===== config.mk =====
export PLATFORM = sky130hd
export DESIGN_NAME = mult_accum_stage
export DESIGN_NICKNAME = d
export VERILOG_FILES = /design/src/rtl/mult_pkg.sv /design/src/rtl/accum_sat_adder.sv /design/src/rtl/mult_accum_stage.sv
export SDC_FILE = /design/constraint.sdc
export NUM_CORES = 1
export LEC_CHECK = 0
export CAP_MARGIN = 25
export CORE_MARGIN = 2
export CORE_UTILIZATION = 45
export DETAILED_ROUTE_END_ITERATION = 6
export GPL_ROUTABILITY_DRIVEN = 1
export PLACE_DENSITY = 0.74
export REMOVE_ABC_BUFFERS = 1
export SETUP_SLACK_MARGIN = 0.02
export SLEW_MARGIN = 10
export SYNTH_ARGS = -nofsm -noshare
export SYNTH_HDL_FRONTEND = slang
export SYNTH_SLANG_ARGS = --single-unit

===== constraint.sdc =====
create_clock -name clk -period 8.1 [get_ports clk]
set_clock_uncertainty 0.05 [all_clocks]
set_input_delay 2.025 -clock clk [delete_from_list [all_inputs] [get_ports clk]]
set_output_delay 2.025 -clock clk [all_outputs]
set_load 0.02 [all_outputs]

===== src/rtl/mult_pkg.sv =====
// Shared definitions for the multiplier / MAC datapath.
// Holds the product width of the 4x4 array multiplier and the state type of
// the accumulate stage.
package mult_pkg;

  // Width of the array multiplier output p[7:0].
  localparam int PROD_W = 8;

  // IDLE: no beats yet. ACCUM: partial frame. HOLD: result presented.
  typedef enum logic [1:0] {
    IDLE  = 2'd0,
    ACCUM = 2'd1,
    HOLD  = 2'd2
  } macc_state_t;

endpackage : mult_pkg


===== src/rtl/accum_sat_adder.sv =====
// Accumulator adder for mult_accum_stage.
// Adds an unsigned product to the running sum in ACC_W+1 bits. The carry into
// bit ACC_W is reported as ovf.
// Build option: define ACC_SAT_EN to clamp the sum to 2^ACC_W-1 on overflow.
// Otherwise the sum wraps modulo 2^ACC_W.
module accum_sat_adder #(
  parameter int PROD_W = mult_pkg::PROD_W,
  parameter int ACC_W  = 10
) (
  input  logic [ACC_W-1:0]  acc,
  input  logic [PROD_W-1:0] prod,
  output logic [ACC_W-1:0]  sum,
  output logic              ovf
);

  logic [ACC_W:0] full_sum;

  // One extra bit so the carry out of the accumulator is visible.
  assign full_sum = {1'b0, acc} + (ACC_W + 1)'(prod);
  assign ovf      = full_sum[ACC_W];

`ifdef ACC_SAT_EN
  // Clamp to all-ones. Once clamped, any later non-zero product overflows
  // again, so the sum stays pinned for the rest of the frame.
  assign sum = ovf ? {ACC_W{1'b1}} : full_sum[ACC_W-1:0];
`else
  // Wrap modulo 2^ACC_W. The sticky flag in the parent records the wrap.
  assign sum = full_sum[ACC_W-1:0];
`endif

endmodule : accum_sat_adder


===== src/rtl/mult_accum_stage.sv =====
// mult_accum_stage: sums a frame of up to N_TERMS multiplier products and
// presents the frame sum, term count and overflow flag over valid/ready.
// Build option: ACC_SAT_EN selects clamp-on-overflow in accum_sat_adder.
// When ACC_SAT_EN is not defined, the accumulator wraps.
module mult_accum_stage #(
  parameter int PROD_W  = mult_pkg::PROD_W,
  parameter int ACC_W   = 10,
  parameter int N_TERMS = 4,
  localparam int CNT_W  = $clog2(N_TERMS + 1)
) (
  input  logic              clk,
  input  logic              rst_n,
  input  logic              in_valid,
  output logic              in_ready,
  input  logic [PROD_W-1:0] in_prod,
  input  logic              in_last,
  input  logic              flush,
  output logic              out_valid,
  input  logic              out_ready,
  output logic [ACC_W-1:0]  out_acc,
  output logic [CNT_W-1:0]  out_count,
  output logic              out_ovf
);

  import mult_pkg::*;

  macc_state_t      state;
  logic [ACC_W-1:0] acc;
  logic [CNT_W-1:0] count;
  logic             ovf;

  logic             accept;
  logic             out_fire;
  logic [ACC_W-1:0] add_base;
  logic [ACC_W-1:0] add_sum;
  logic             add_ovf;
  logic [CNT_W-1:0] count_next;
  logic             closing;

  assign in_ready  = (state != HOLD);
  assign out_valid = (state == HOLD);
  assign accept    = in_valid & in_ready;
  assign out_fire  = out_valid & out_ready;

  // The first beat of a frame starts from zero, so it cannot overflow.
  assign add_base   = (state == IDLE) ? '0 : acc;
  assign count_next = (state == IDLE) ? CNT_W'(1) : count + CNT_W'(1);
  assign closing    = in_last || (count_next == CNT_W'(N_TERMS));

  accum_sat_adder #(
    .PROD_W (PROD_W),
    .ACC_W  (ACC_W)
  ) u_adder (
    .acc  (add_base),
    .prod (in_prod),
    .sum  (add_sum),
    .ovf  (add_ovf)
  );

  // The result fields read zero whenever no frame result is presented.
  assign out_acc   = out_valid ? acc   : '0;
  assign out_count = out_valid ? count : '0;
  assign out_ovf   = out_valid & ovf;

  // Frame FSM, accumulator, term counter and sticky overflow.
  // flush takes priority over both handshakes.
  // NOTE: state registers use non-blocking (<=) so every flop samples the
  // values from before the edge, regardless of statement order.
  always_ff @(posedge clk or negedge rst_n) begin
    if (!rst_n) begin
      state <= IDLE;
      acc   <= '0;
      count <= '0;
      ovf   <= 1'b0;
    end else if (flush) begin
      state <= IDLE;
      acc   <= '0;
      count <= '0;
      ovf   <= 1'b0;
    end else begin
      unique case (state)
        IDLE, ACCUM: begin
          if (accept) begin
            acc   <= add_sum;
            count <= count_next;
            ovf   <= ovf | add_ovf;
            state <= closing ? HOLD : ACCUM;
          end
        end
        HOLD: begin
          // Only the output handshake happens here. in_ready is low in HOLD,
          // so there is a one-cycle bubble before the next beat.
          if (out_fire) begin
            state <= IDLE;
            acc   <= '0;
            count <= '0;
            ovf   <= 1'b0;
          end
        end
        default: state <= IDLE;
      endcase
    end
  end

endmodule : mult_accum_stage

==> reports/qor.csv, run 1 <==
metric,value,unit
rows,18,
min_path_type,flop to flop,
synth_top_area_share,32.6,%
cts-resized-gates,0,
numClockSinks,16,
power.leakage,0.689,nW
synth_top_cell_by_area,dfrtp_1,
n_antenna_cell,0,
synth-main-ff-cell,dfrtp_1,
ios,30,
n_fill_cell,247,
grt_util_all_layers,20.2,%
root_buffer,clkbuf_4,
cts.hold.buffers_added,0,
whs_path_depth,2,
postLayoutSetupSlackWorst,4.02,ns
dieWidth,56.2,um
die_h,56.2,um
grt_pass1_vias,1149,
postCtsSetupBuffers,0,
vdd_drop_max,0.0000907,V
ys_warn_count,0,
drv_slew,0,
max-clock-path-buffers,2,
crit_path_max_fanout,17,
cts_tree,yes,
fin_util,61.8,%
syn_avg_cell_area,8.64,sq um
numPortBuffers,29,
grt_pass1_wl,5.11,mm
total_power,177,uW
ant_nets,0,
drive_gt1_share,4.71,%
synth_seq_cells,16,
grt_max_degree,18,
clock_latency,0.29,ns
vias_per_cell,5.66,
die_area,0.00316,sq mm
r2r_cells,10,
async_flop_share,100,%
drt_iter0_drc,23,
postSynthCellCount,142,
antenna_found_initial,0,
cap_violations,0,
whs,0.457,ns
core,0.00252,sq mm
fmax,245,MHz
path_clk_slew,0.09,ns
place_congestion,0.853,
vias,1132,
area_delta_synth_final,27.0,%
end_kind,primary output,
min_period_over_period,50.4,%
path_class,flop to primary output,
multi_input_area,782,sq um
cp.required,6.03,ns
grt_overflow,0,
p_per_area,114,mW/mm^2
slew_headroom,48.7,%
cp.arrival,2.01,ns
dr.pass1.iters,4,
htreeDepth,1,
synth_area,0.00123,sq mm
routedWlPerCell,14.7,um
place_hpwl,2.19,mm
dp_slack,3.89,ns
synth_cell_types,37,
rsz0062_at_grt,false,
cts_buffers,3,
start_kind,flop,
layout.nets,196,
register_area,400,sq um
drcViolationCount,0,
synth_area_leaders,"dfrtp_1 (33%), and2_1 (10%), ha_1 (9.2%)",
worst_pin_slew,0.767,ns
synth-seq-area-share,32.6,%
synth-edff-count,0,
run_status,completed,
finalHoldViolCount,0,
wl,2.94,mm
fin_tns_setup,0,ns
setup_viol,0,
start_util,48.7,%
finalCriticalPeriod,4.08,ns
[flip-flops by register name (all words and copies together) (netlist names)]
signal and flops:
acc 10, count 3, state 2, ovf 1
[cell usage in the layout (no fill, tap or decap), types with 3 or more instances in the layout]
cell type,n
o21ai_0,13
ha_1,9
clkdlybuf4s50_1,29
nand2_1,17
a21o_1,3
inv_1,6
o21a_1,5
and2_1,20
a211oi_1,3
clkbuf_4,3
a22o_1,3
dfrtp_1,16
a21oi_1,6
nor3_1,4
xor2_1,4
nor2_1,8
[per-stage QoR]
step / cell area [sq um] / std cells
CTS: 1560 / 200
detailed placement: 1540 / 197
floorplan: 1210 / 138
global placement: 1540 / 197
finish: 1560 / 200
global route: 1560 / 200
[kinds of logic after synthesis]
| family | share of synthesized area (%) |
|---|---|
| and+or+nand+nor | 23.8 |
| DFF | 32.6 |
| adders and majority gates | 10.8 |
| muxes | 0.816 |
| buffers and inverters | 3.67 |
| xor gates and xnor gates | 2.85 |
| AOI/OAI and AO/OA | 25.5 |
[worst paths after layout]
| check | slack, ns | start | endpoint |
|---|---|---|---|
| hold / removal | 0.46 | acc[3]$_DFFE_PN0P_ | acc[3]$_DFFE_PN0P_ |
| hold reg to reg | 0.46 | acc[3]$_DFFE_PN0P_ | acc[3]$_DFFE_PN0P_ |
| max in group asynchronous | 5.39 | rst_n | acc[7]$_DFFE_PN0P_ |
| setup / recovery | 4.02 | state[0]$_DFFE_PN0P_ | out_ovf |
| setup reg to reg | 5.31 | state[0]$_DFFE_PN0P_ | acc[6]$_DFFE_PN0P_ |
| min in group asynchronous | 2.13 | rst_n | count[0]$_DFFE_PN0P_ |
[worst max-delay path: stages, from the launching register on]
cell	delay, ns
dfrtp_1	0.44
nand2b_2	0.23
inv_2	0.25
and2_1	0.20
clkdlybuf4s50_1	0.60
[synth_stat cells, types with 3 or more instances]
cell type   n
a211oi_1    3
and2_1     20
o21ai_0    13
a21o_1      3
a22o_1      3
dfrtp_1    16
inv_1       6
xor2_1      4
nand2_1    17
clkbuf_1    3
nor2_1      8
ha_1        9
nor3_1      4
a21oi_1     6
o21a_1      5
[final cells by class]
class | count | area share [%]
Inverter | 7 | 1.69
Sequential cell | 16 | 25.7
Tap cell | 30 | 2.41
Multi-Input combinational cell | 115 | 50.2
Timing Repair Buffer | 29 | 18.6
Clock buffer | 3 | 1.44
[power breakdown]
part | switching [mW] | internal (mW) | total [mW]
registers | 0.00386 | 0.0843 | 0.0882
logic | 0.0251 | 0.0213 | 0.0464
clock network | 0.0255 | 0.0173 | 0.0428
total | 0.0545 | 0.123 | 0.177
[routing by layer]
metal | part of all wire, % | GRT usage, % | vias to the layer above
li1 | - | - | 562
met1 | 48 | 27.1 | 540
met2 | 48 | 33.9 | 28
met3 | 3.8 | 2.79 | 2
met4 | 0.78 | 5.10 | 0
met5 | 0 | 0 | -
Power figures use the tool's default switching activity.
==> inputs of run 2 (changes only) <==
--- a/config.mk
+++ b/config.mk
@@ -7,10 +7,10 @@
 export LEC_CHECK = 0
 export CAP_MARGIN = 25
 export CORE_MARGIN = 2
-export CORE_UTILIZATION = 45
+export CORE_UTILIZATION = 44
 export DETAILED_ROUTE_END_ITERATION = 6
 export GPL_ROUTABILITY_DRIVEN = 1
-export PLACE_DENSITY = 0.74
+export PLACE_DENSITY = 0.75
 export REMOVE_ABC_BUFFERS = 1
 export SETUP_SLACK_MARGIN = 0.02
 export SLEW_MARGIN = 10
==> constraint.sdc (replaced) <==
create_clock -name clk -period 3.3 [get_ports clk]
set_clock_uncertainty 0.05 [all_clocks]
set_input_delay 0.825 -clock clk [delete_from_list [all_inputs] [get_ports clk]]
set_output_delay 0.825 -clock clk [all_outputs]
set_load 0.02 [all_outputs]
==> run 2 against run 1 <==
  * Clock power grew 140%
  * Setup slack lost 3.6 ns
  * Non-clock buffer count grew 1
  * Critical path type unchanged
  * Largest cell class unchanged
  * Largest power group unchanged
==> reports/qor.csv, run 2 (synthesis results as in run 1) <==
metric,value,unit
ios,30,
vias,1103,
finalHoldViolCount,0,
power.leakage,0.694,nW
total_power,433,uW
root_buffer,clkbuf_4,
worstSetupStartpoint,state[0]$_DFFE_PN0P_,
crit_family,buffers and inverters,
slew_headroom,49.9,%
core,0.00271,sq mm
numClockSinks,16,
rsz0062_at_grt,false,
vdd_drop_max,0.000201,V
start_kind,flop,
fin_cells,202,
drcViolationCount,0,
reg.largest.list,"acc (10), count (3), state (2)",
min_path_type,flop to flop,
register_area,400,sq um
crit_path_max_fanout,17,
n_fill_cell,262,
drt_iter0_drc,14,
layout.nets,197,
hold_start,acc[3]$_DFFE_PN0P_,
area_delta_synth_final,27.7,%
die_area,0.00323,sq mm
place_hpwl,2.11,mm
grt_util_all_layers,18.2,%
dp_cells,199,
vias_per_cell,5.46,
largest-register,acc,
cts_buffers,3,
fin_tns_setup,0,ns
dieWidth,56.8,um
cts_tree,yes,
die_h,56.8,um
whs,0.459,ns
n_antenna_cell,0,
grt_max_degree,18,
cp.required,2.42,ns
numPortBuffers,29,
cp.arrival,1.98,ns
multi_input_area,782,sq um
htreeDepth,1,
start_util,45.3,%
finalCriticalPeriod,2.85,ns
wl,2.76,mm
dpl_cell_area,0.00155,sq mm
fmax,351,MHz
postLayoutSetupSlackWorst,0.447,ns
run_status,completed,
path_clk_slew,0.10,ns
drv_slew,0,
ant_nets,0,
routedWlPerCell,13.7,um
cts-resized-gates,0,
min_period_over_period,86.4,%
grt_pass1_vias,1074,
dp_slack,0.279,ns
largest_reg_flops,10,
rows,19,
path_class,flop to primary output,
worst_pin_slew,0.749,ns
end_kind,primary output,
fin_area,0.00157,sq mm
postCtsSetupBuffers,0,
setup_viol,0,
antenna_found_initial,0,
final_cell_mix,"clkdlybuf4s50_1 (29), and2_1 (20), nand2_1 (17)",
p_per_area,276,mW/mm^2
r2r_start,state[0]$_DFFE_PN0P_,
clock_latency,0.28,ns
place_congestion,0.804,
grt_pass1_wl,4.73,mm
grt_overflow,0,
cp_cell_sequence,"nand2b_2, inv_2, and2_1, clkdlybuf4s50_1",
cap_violations,0,
cts.hold.buffers_added,0,
max-clock-path-buffers,2,
drive_gt1_share,5.26,%
final_common_cell,clkdlybuf4s50_1,
dr.pass1.iters,4,
path_buf_inv,2,
fin_util,57.8,%
max_stage_delay,0.60,ns
cp_slowest_cell,clkdlybuf4s50_1,
[run 2: cell count changes in the layout (fill, tap and decap cells not counted)]
cell,delta
buf_4,+1
[run 2: routing by layer]
| layer | vias to the layer above | wire (um) | track usage, % |
|---|---|---|---|
| met5 | - | 0 | 0 |
| met4 | 0 | 14 | 2.99 |
| met3 | 3 | 116 | 3.00 |
| met2 | 25 | 1280 | 30.6 |
| met1 | 513 | 1350 | 25.1 |
| li1 | 562 | - | - |
[run 2: final timing paths]
path | end | cells after the start | slack, ns
worst max-delay path | out_ovf | 4 | 0.45
worst min-delay path | acc[3]$_DFFE_PN0P_ | 2 | 0.46
worst max register to register | acc[6]$_DFFE_PN0P_ | 10 | 0.51
worst min register to register | acc[3]$_DFFE_PN0P_ | 2 | 0.46
max in group asynchronous | count[2]$_DFFE_PN0P_ | 1 | 1.80
min in group asynchronous | state[1]$_DFFE_PN0P_ | 1 | 0.93
[run 2: power breakdown]
| part | internal [mW] | switching, mW |
|---|---|---|
| clock | 0.0423 | 0.0606 |
| combinational | 0.0532 | 0.0608 |
| sequential | 0.207 | 0.00914 |
| total | 0.303 | 0.131 |
[run 2: worst min-delay path, cell delays in order, from the launching register on]
cell     delay [ns]
dfrtp_1        0.37
nand2_1        0.05
o21ai_0        0.06
[run 2: area by class of cell]
cell class / count / area share (%)
well taps: 31 / 2.47
multi-input cells: 115 / 49.9
inverters: 7 / 1.68
clock buffers: 3 / 1.44
flip-flops and latches: 16 / 25.5
repair buffers: 30 / 19.0
